### config.mk
export PLATFORM = sky130hd
export DESIGN_NAME = mem_access_unit
export DESIGN_NICKNAME = d
export VERILOG_FILES = /design/src/rtl/mau_pkg.sv /design/src/rtl/mau_byte_lane.sv /design/src/rtl/mem_access_unit.sv
export SDC_FILE = /design/constraint.sdc
export NUM_CORES = 1
export LEC_CHECK = 0
export CELL_PAD_IN_SITES_DETAIL_PLACEMENT = 2
export CELL_PAD_IN_SITES_GLOBAL_PLACEMENT = 2
export CORE_MARGIN = 4
export CORE_UTILIZATION = 36
export DETAILED_ROUTE_END_ITERATION = 12
export PLACE_DENSITY = 0.83
export SETUP_SLACK_MARGIN = 0.3
export SLEW_MARGIN = 20
export SYNTH_ARGS = -nofsm -noshare
export SYNTH_HDL_FRONTEND = slang
export SYNTH_HIERARCHICAL = 1
export SYNTH_SLANG_ARGS = --single-unit
export TNS_END_PERCENT = 100
### constraint.sdc
create_clock -name Clk -period 4.2 [get_ports Clk]
set_input_delay 0.63 -clock Clk [delete_from_list [all_inputs] [get_ports Clk]]
set_output_delay 0.63 -clock Clk [all_outputs]
set_load 0.03 [all_outputs]
### src/rtl/mau_pkg.sv
`default_nettype none
// +----------------------------------------------------------------------+
// | mau_pkg : size encodings, FSM state type and byte-count helper       |
// | Rev 1.0                                                              |
// +----------------------------------------------------------------------+
package mau_pkg;

    localparam logic [1:0] SZ_BYTE = 2'b00;
    localparam logic [1:0] SZ_HALF = 2'b01;
    localparam logic [1:0] SZ_WORD = 2'b10;
    localparam logic [1:0] SZ_RSVD = 2'b11;

    typedef enum logic [2:0] {
        IDLE  = 3'd0,
        CHECK = 3'd1,
        ISSUE = 3'd2,
        GAP   = 3'd3,
        DONE  = 3'd4
    } mau_state_t;

    function automatic logic [3:0] byte_count(input logic [1:0] size);
        return 4'd1 << size;
    endfunction

endpackage
`default_nettype wire

### src/rtl/mau_byte_lane.sv
`default_nettype none
// +----------------------------------------------------------------------+
// | mau_byte_lane : big-endian byte extract/insert and read extension    |
// | Rev 1.0                                                              |
// +----------------------------------------------------------------------+
module mau_byte_lane #(
    parameter int DATA_W = 32
) (
    input  logic [DATA_W-1:0] i_wdata,
    input  logic [DATA_W-1:0] i_acc,
    input  logic [2:0]        i_idx,
    input  logic [3:0]        i_nbytes,
    input  logic [7:0]        i_rbyte,
    input  logic              i_sext,
    output logic [7:0]        o_wbyte,
    output logic [DATA_W-1:0] o_acc,
    output logic [DATA_W-1:0] o_ext
);
    localparam int NL = DATA_W / 8;

    logic [3:0] w_lane;
    logic [6:0] w_nbits;
    logic       w_sign;

    // Byte 0 of a transfer is the most significant byte of the value.
    assign w_lane  = i_nbytes - 4'd1 - {1'b0, i_idx};
    assign w_nbits = {i_nbytes, 3'b000};

    always_comb begin
        o_wbyte = 8'h00;
        o_acc   = i_acc;
        for (int l = 0; l < NL; l++) begin
            if (w_lane == 4'(l)) begin
                o_wbyte          = i_wdata[8*l +: 8];
                o_acc[8*l +: 8]  = i_rbyte;
            end
        end
    end

    always_comb begin
        w_sign = 1'b0;
        for (int l = 0; l < NL; l++) begin
            if (i_nbytes == 4'(l + 1)) begin
                w_sign = o_acc[8*l + 7];
            end
        end
    end

    always_comb begin
        o_ext = '0;
        for (int b = 0; b < DATA_W; b++) begin
            o_ext[b] = (7'(b) < w_nbits) ? o_acc[b] : (i_sext & w_sign);
        end
    end

endmodule
`default_nettype wire

### src/rtl/mem_access_unit.sv
`default_nettype none
// +----------------------------------------------------------------------+
// | mem_access_unit : byte-serial byte/half/word memory access engine.   |
// | Define MAU_TIMEOUT_EN to add a per-byte mem_mfc timeout.             |
// | Rev 1.0                                                              |
// +----------------------------------------------------------------------+
module mem_access_unit #(
    parameter int DATA_W         = 32,
    parameter int ADDR_W         = 9,
    parameter int TIMEOUT_CYCLES = 16
) (
    input  logic              Clk,
    input  logic              reset,
    input  logic              req,
    input  logic              rw,
    input  logic [1:0]        size,
    input  logic              sext,
    input  logic [ADDR_W-1:0] addr,
    input  logic [DATA_W-1:0] wdata,
    output logic              busy,
    output logic              done,
    output logic              err,
    output logic [DATA_W-1:0] rdata,
    output logic              mem_mfa,
    output logic              mem_rw,
    output logic [ADDR_W-1:0] mem_addr,
    output logic [7:0]        mem_wdata,
    input  logic [7:0]        mem_rdata,
    input  logic              mem_mfc
);
    import mau_pkg::*;

    localparam int MAX_BYTES = DATA_W / 8;

    mau_state_t        r_state;
    logic [ADDR_W-1:0] r_base;
    logic              r_rw;
    logic              r_sext;
    logic [1:0]        r_size;
    logic [DATA_W-1:0] r_wdata;
    logic [DATA_W-1:0] r_acc;
    logic [2:0]        r_idx;
    logic              r_busy;
    logic              r_done;
    logic              r_err;
    logic [DATA_W-1:0] r_rdata;
    logic              r_mfa;
    logic              r_mem_rw;
    logic [ADDR_W-1:0] r_mem_addr;
    logic [7:0]        r_mem_wdata;

`ifdef MAU_TIMEOUT_EN
    localparam int TMO_W = $clog2(TIMEOUT_CYCLES + 1);
    logic [TMO_W-1:0]  r_tmo;
`endif

    logic [3:0]        w_nbytes;
    logic              w_bad;
    logic              w_last;
    logic [ADDR_W-1:0] w_byte_addr;
    logic [7:0]        w_wbyte;
    logic [DATA_W-1:0] w_acc_ins;
    logic [DATA_W-1:0] w_ext;

    assign w_nbytes    = byte_count(r_size);
    assign w_bad       = (r_size == SZ_RSVD)
                      || ((r_size == SZ_HALF) && r_base[0])
                      || ((r_size == SZ_WORD) && (r_base[1:0] != 2'b00))
                      || (int'(w_nbytes) > MAX_BYTES);
    assign w_last      = ({1'b0, r_idx} == (w_nbytes - 4'd1));
    assign w_byte_addr = r_base + ADDR_W'(r_idx);

    mau_byte_lane #(
        .DATA_W (DATA_W)
    ) u_lane (
        .i_wdata  (r_wdata),
        .i_acc    (r_acc),
        .i_idx    (r_idx),
        .i_nbytes (w_nbytes),
        .i_rbyte  (mem_rdata),
        .i_sext   (r_sext),
        .o_wbyte  (w_wbyte),
        .o_acc    (w_acc_ins),
        .o_ext    (w_ext)
    );

    always_ff @(posedge Clk or negedge reset) begin
        if (!reset) begin
            r_state     <= IDLE;
            r_base      <= '0;
            r_rw        <= 1'b1;
            r_sext      <= 1'b0;
            r_size      <= SZ_BYTE;
            r_wdata     <= '0;
            r_acc       <= '0;
            r_idx       <= 3'd0;
            r_busy      <= 1'b0;
            r_done      <= 1'b0;
            r_err       <= 1'b0;
            r_rdata     <= '0;
            r_mfa       <= 1'b0;
            r_mem_rw    <= 1'b1;
            r_mem_addr  <= '0;
            r_mem_wdata <= 8'h00;
`ifdef MAU_TIMEOUT_EN
            r_tmo       <= '0;
`endif
        end else begin
            r_done <= 1'b0;
            r_err  <= 1'b0;
            case (r_state)
                IDLE: begin
                    if (req) begin
                        r_base  <= addr;
                        r_rw    <= rw;
                        r_size  <= size;
                        r_sext  <= sext;
                        r_wdata <= wdata;
                        r_idx   <= 3'd0;
                        r_acc   <= '0;
                        r_busy  <= 1'b1;
                        r_state <= CHECK;
                    end
                end
                CHECK: begin
                    if (w_bad) begin
                        r_busy  <= 1'b0;
                        r_done  <= 1'b1;
                        r_err   <= 1'b1;
                        r_state <= DONE;
                    end else begin
                        r_mfa       <= 1'b1;
                        r_mem_rw    <= r_rw;
                        r_mem_addr  <= w_byte_addr;
                        r_mem_wdata <= w_wbyte;
`ifdef MAU_TIMEOUT_EN
                        r_tmo       <= '0;
`endif
                        r_state     <= ISSUE;
                    end
                end
                ISSUE: begin
                    if (mem_mfc) begin
                        r_mfa <= 1'b0;
                        if (r_rw) begin
                            r_acc <= w_acc_ins;
                        end
                        if (w_last) begin
                            if (r_rw) begin
                                r_rdata <= w_ext;
                            end
                            r_busy  <= 1'b0;
                            r_done  <= 1'b1;
                            r_state <= DONE;
                        end else begin
                            r_idx   <= r_idx + 3'd1;
                            r_state <= GAP;
                        end
                    end
`ifdef MAU_TIMEOUT_EN
                    else if (r_tmo == TMO_W'(TIMEOUT_CYCLES - 1)) begin
                        r_mfa   <= 1'b0;
                        r_busy  <= 1'b0;
                        r_done  <= 1'b1;
                        r_err   <= 1'b1;
                        r_state <= DONE;
                    end else begin
                        r_tmo <= r_tmo + 1'b1;
                    end
`endif
                end
                GAP: begin
                    // r_idx already points at the next byte here.
                    r_mfa       <= 1'b1;
                    r_mem_addr  <= w_byte_addr;
                    r_mem_wdata <= w_wbyte;
`ifdef MAU_TIMEOUT_EN
                    r_tmo       <= '0;
`endif
                    r_state     <= ISSUE;
                end
                DONE: begin
                    r_state <= IDLE;
                end
                default: begin
                    r_busy  <= 1'b0;
                    r_mfa   <= 1'b0;
                    r_state <= IDLE;
                end
            endcase
        end
    end

    assign busy      = r_busy;
    assign done      = r_done;
    assign err       = r_err;
    assign rdata     = r_rdata;
    assign mem_mfa   = r_mfa;
    assign mem_rw    = r_mem_rw;
    assign mem_addr  = r_mem_addr;
    assign mem_wdata = r_mem_wdata;

endmodule
`default_nettype wire

==> impl_metrics.ini <==
[run_status]
status = finished, final reports clean

[route]
dr.first_iter.drc_count = 172
drc = 0
num_vias = 5166
postRouteAntennaNets = 0
wl_per_cell_um = 23.1
vias_per_cell = 5.28
wl_um = 22600
first_pass_iters = 4

[setup_path]
start_kind = flop
critPathSlowestCell = ha_1
rr_worst_depth = 9
endpoint_kind = flop
r2r_start = r_size[0]
cp_slowest_stage_delay_ps = 610
arrival_ps = 3950
cp-endpoint = rdata[27]
required_ps = 4510
r2r-end = rdata[27]
path_cells = nor2_1, ha_1, inv_1, a2111oi_2, mux2i_1, a31oi_4, nand3_1, a21bo_2, mux2_4
critical_path_depth = 9
crit_start = r_size[0]
critPathKind = reg2reg
path_max_fanout = 10
cp.buffers_inverters = 1
path_delay_family = simple AND/OR/NAND/NOR gates
r2r_slack_ps = 560

[synthesis]
synth_top_family_by_area = multiplexers
ys_warn_count = 6
synth_compound_area_frac = 0.126
synthArstFlopShare = 1.00
ys_seq_area_frac = 0.483
syn_area_per_cell_um2 = 12.0
muxShareOfSynthArea = 0.225
synth_nets = 658
ys_seq_elements = 137
synth_area_um2 = 7100
yosys.area_share.adder = 0.0180
synth_cell_types = 64
synth_xor_area_frac = 0.0183
synth-simple-area-share = 0.0915
synth_edf_count = 0
ys.flop_type = dfrtp_1
syn_inst = 592

[sta]
maxSlewViolCount = 0
rsz0062_at_grt = false
tightestPinTransition_ps = 948
fin_skew_ps = 9.87
hold_viol_final = 0
setup_tns_ps = 0
setup_viol = 0
fin_crit_sh = 0.867
fin_crit_ps = 3640
fmaxAchievable_ghz = 0.275
slew_headroom = 0.366

[run]
max_cap_viol_count = 0

[floorplanning]
top_level_ports = 111
num_rows = 51
core-area_um2 = 19500
start_util = 0.365
die_area_um2 = 22000
fp.dieW_um = 148
die_y_um = 148

[pwr]
ir_worst_vdd_mv = 0.360
power_density_nw_per_um2 = 902
clkPwrFrac = 0.193
combPwrFrac = 0.521
p_sw_frac = 0.426
p_seq_frac = 0.286
intPower_mw = 4.69
p_switching_mw = 3.48
p_leak_nw = 3.89

[clock_network]
clk_latency_ps = 430
htreeDepth = 4
post_cts_buffers = 0
cts_inserted_buffers = 17
cts_tree = done
cts_resized = 0
clk_pin_slew_worst_paths_ps = 60
cts.sinks = 137
root_buffer = clkbuf_16
cts.path.max_buffers = 2
holdBufCountCts = 0

[cells_and_area]
drive_above_1_share = 0.280
final_util = 0.465
multi_input_area_um2 = 3420
regArea_um2 = 3430
final_common_cell = dfrtp_1
n_fill_cell = 1944
area_growth_pct = 27.5
antenna_cells = 0
layout_common_cells = dfrtp_1 (135), clkdlybuf4s50_1 (109), mux2_2 (79)
finalNetCount = 767

[global_routing]
grt_pass1_wl_um = 36500
grt_max_degree = 94
grt_pass1_vias = 6177
overflow = 0
grt_usage = 0.214
antenna_found_initial = 0

[worst_hold_path]
hp-class = in2async

[place]
place.gp.congestion = 0.775
hpwl_um = 14800
port_buffers = 110
-- state kept, by name (all words and copies together) (netlist names) --
register,flops
busy,1
done,1
err,1
mem_addr,9
mem_mfa,1
mem_rw,1
mem_wdata,8
r_acc,32
r_base,9
r_idx,3
r_rw,1
r_sext,1
r_size,2
r_state,3
r_wdata,32
rdata,32
-- stage by stage --
stage	worst slack, ps	hold slack (ps)	area [µm²]	power [mW]	cells
after floorplan	1050	334	7100	5.15	592
after global placement	691	458	8430	6.17	946
after detailed placement	447	475	8430	6.48	946
after CTS	356	316	9040	8.23	978
after global routing	328	340	9050	8.67	979
final	559	245	9050	8.17	979
-- logic make-up after synthesis --
family,count (synthesis)
AOI/OAI and AO/OA,126
xor gates and xnor gates,11
adders and majority gates,9
buffers and inverters,50
DFF,137
muxes,132
and+or+nand+nor,127
-- worst min-delay path by stage --
stage                          from           end  slack [ps]  depth (start not counted)
after floorplan               reset          busy         330                          0
after global placement    r_acc[28]     r_acc[28]         460                          2
after detailed placement   r_acc[3]      r_acc[3]         470                          2
after CTS                     reset  mem_wdata[1]         320                          1
after global routing          reset  mem_wdata[4]         340                          1
final                         reset   r_wdata[18]         250                          1
-- per-layer routing --
layer  global-route usage  share of wire  up-vias  wire length, µm
li1                     -              -     2312                -
met2                0.381           0.53      100            12000
met5                    0              0        -                0
met3               0.0378          0.028       38              623
met1                0.260           0.42     2716             9440
met4               0.0808          0.023        0              530
-- power groups by stage --
| stage | Clock, mW | Combinational [mW] | Sequential (mW) |
|---|---|---|---|
| after floorplan | 0 | 2.60 | 2.56 |
| after global placement | 0 | 3.90 | 2.27 |
| after detailed placement | 0 | 4.15 | 2.34 |
| after CTS | 1.62 | 4.27 | 2.34 |
| after global routing | 1.69 | 4.57 | 2.41 |
| final | 1.58 | 4.25 | 2.33 |
-- synth_stat cells, drive strengths merged (3+ instances only) --
cell type	instances	share of area
and2	7	0.0065
nand3	5	0.0042
a21oi	16	0.013
buf	22	0.024
a21bo	13	0.018
o21a	3	0.0032
nor2	10	0.0053
a31o	3	0.0037
inv	19	0.010
nor3	7	0.0078
xor2	4	0.0076
nand2	75	0.040
ha	7	0.012
xnor2	7	0.011
dfrtp	135	0.48
clkbuf	9	0.0048
o21ai	53	0.038
mux2	114	0.20
a221oi	8	0.0099
nor2b	7	0.0062
mux2i	18	0.025
a211oi	3	0.0032
a21boi	9	0.0095
and3	5	0.0051
-- cell type report --
| type | instances | share of cell area |
|---|---|---|
| clock buffers | 22 | 0.0524 |
| clock inverters | 10 | 0.0156 |
| inverters | 19 | 0.00788 |
| multi-input cells | 405 | 0.377 |
| flip-flops and latches | 137 | 0.379 |
| well taps | 265 | 0.0366 |
| repair buffers | 121 | 0.131 |
-- worst register-to-register path: cells and delay by family (launching register included) --
kind                       cells  cell delay [ps]
and+or+nand+nor                2              800
AOI/OAI and AO/OA              3              780
adders and majority gates      1              610
muxes                          2              580
DFF                            1              500
buffers and inverters          1              250
Power figures use the tool's default switching activity.
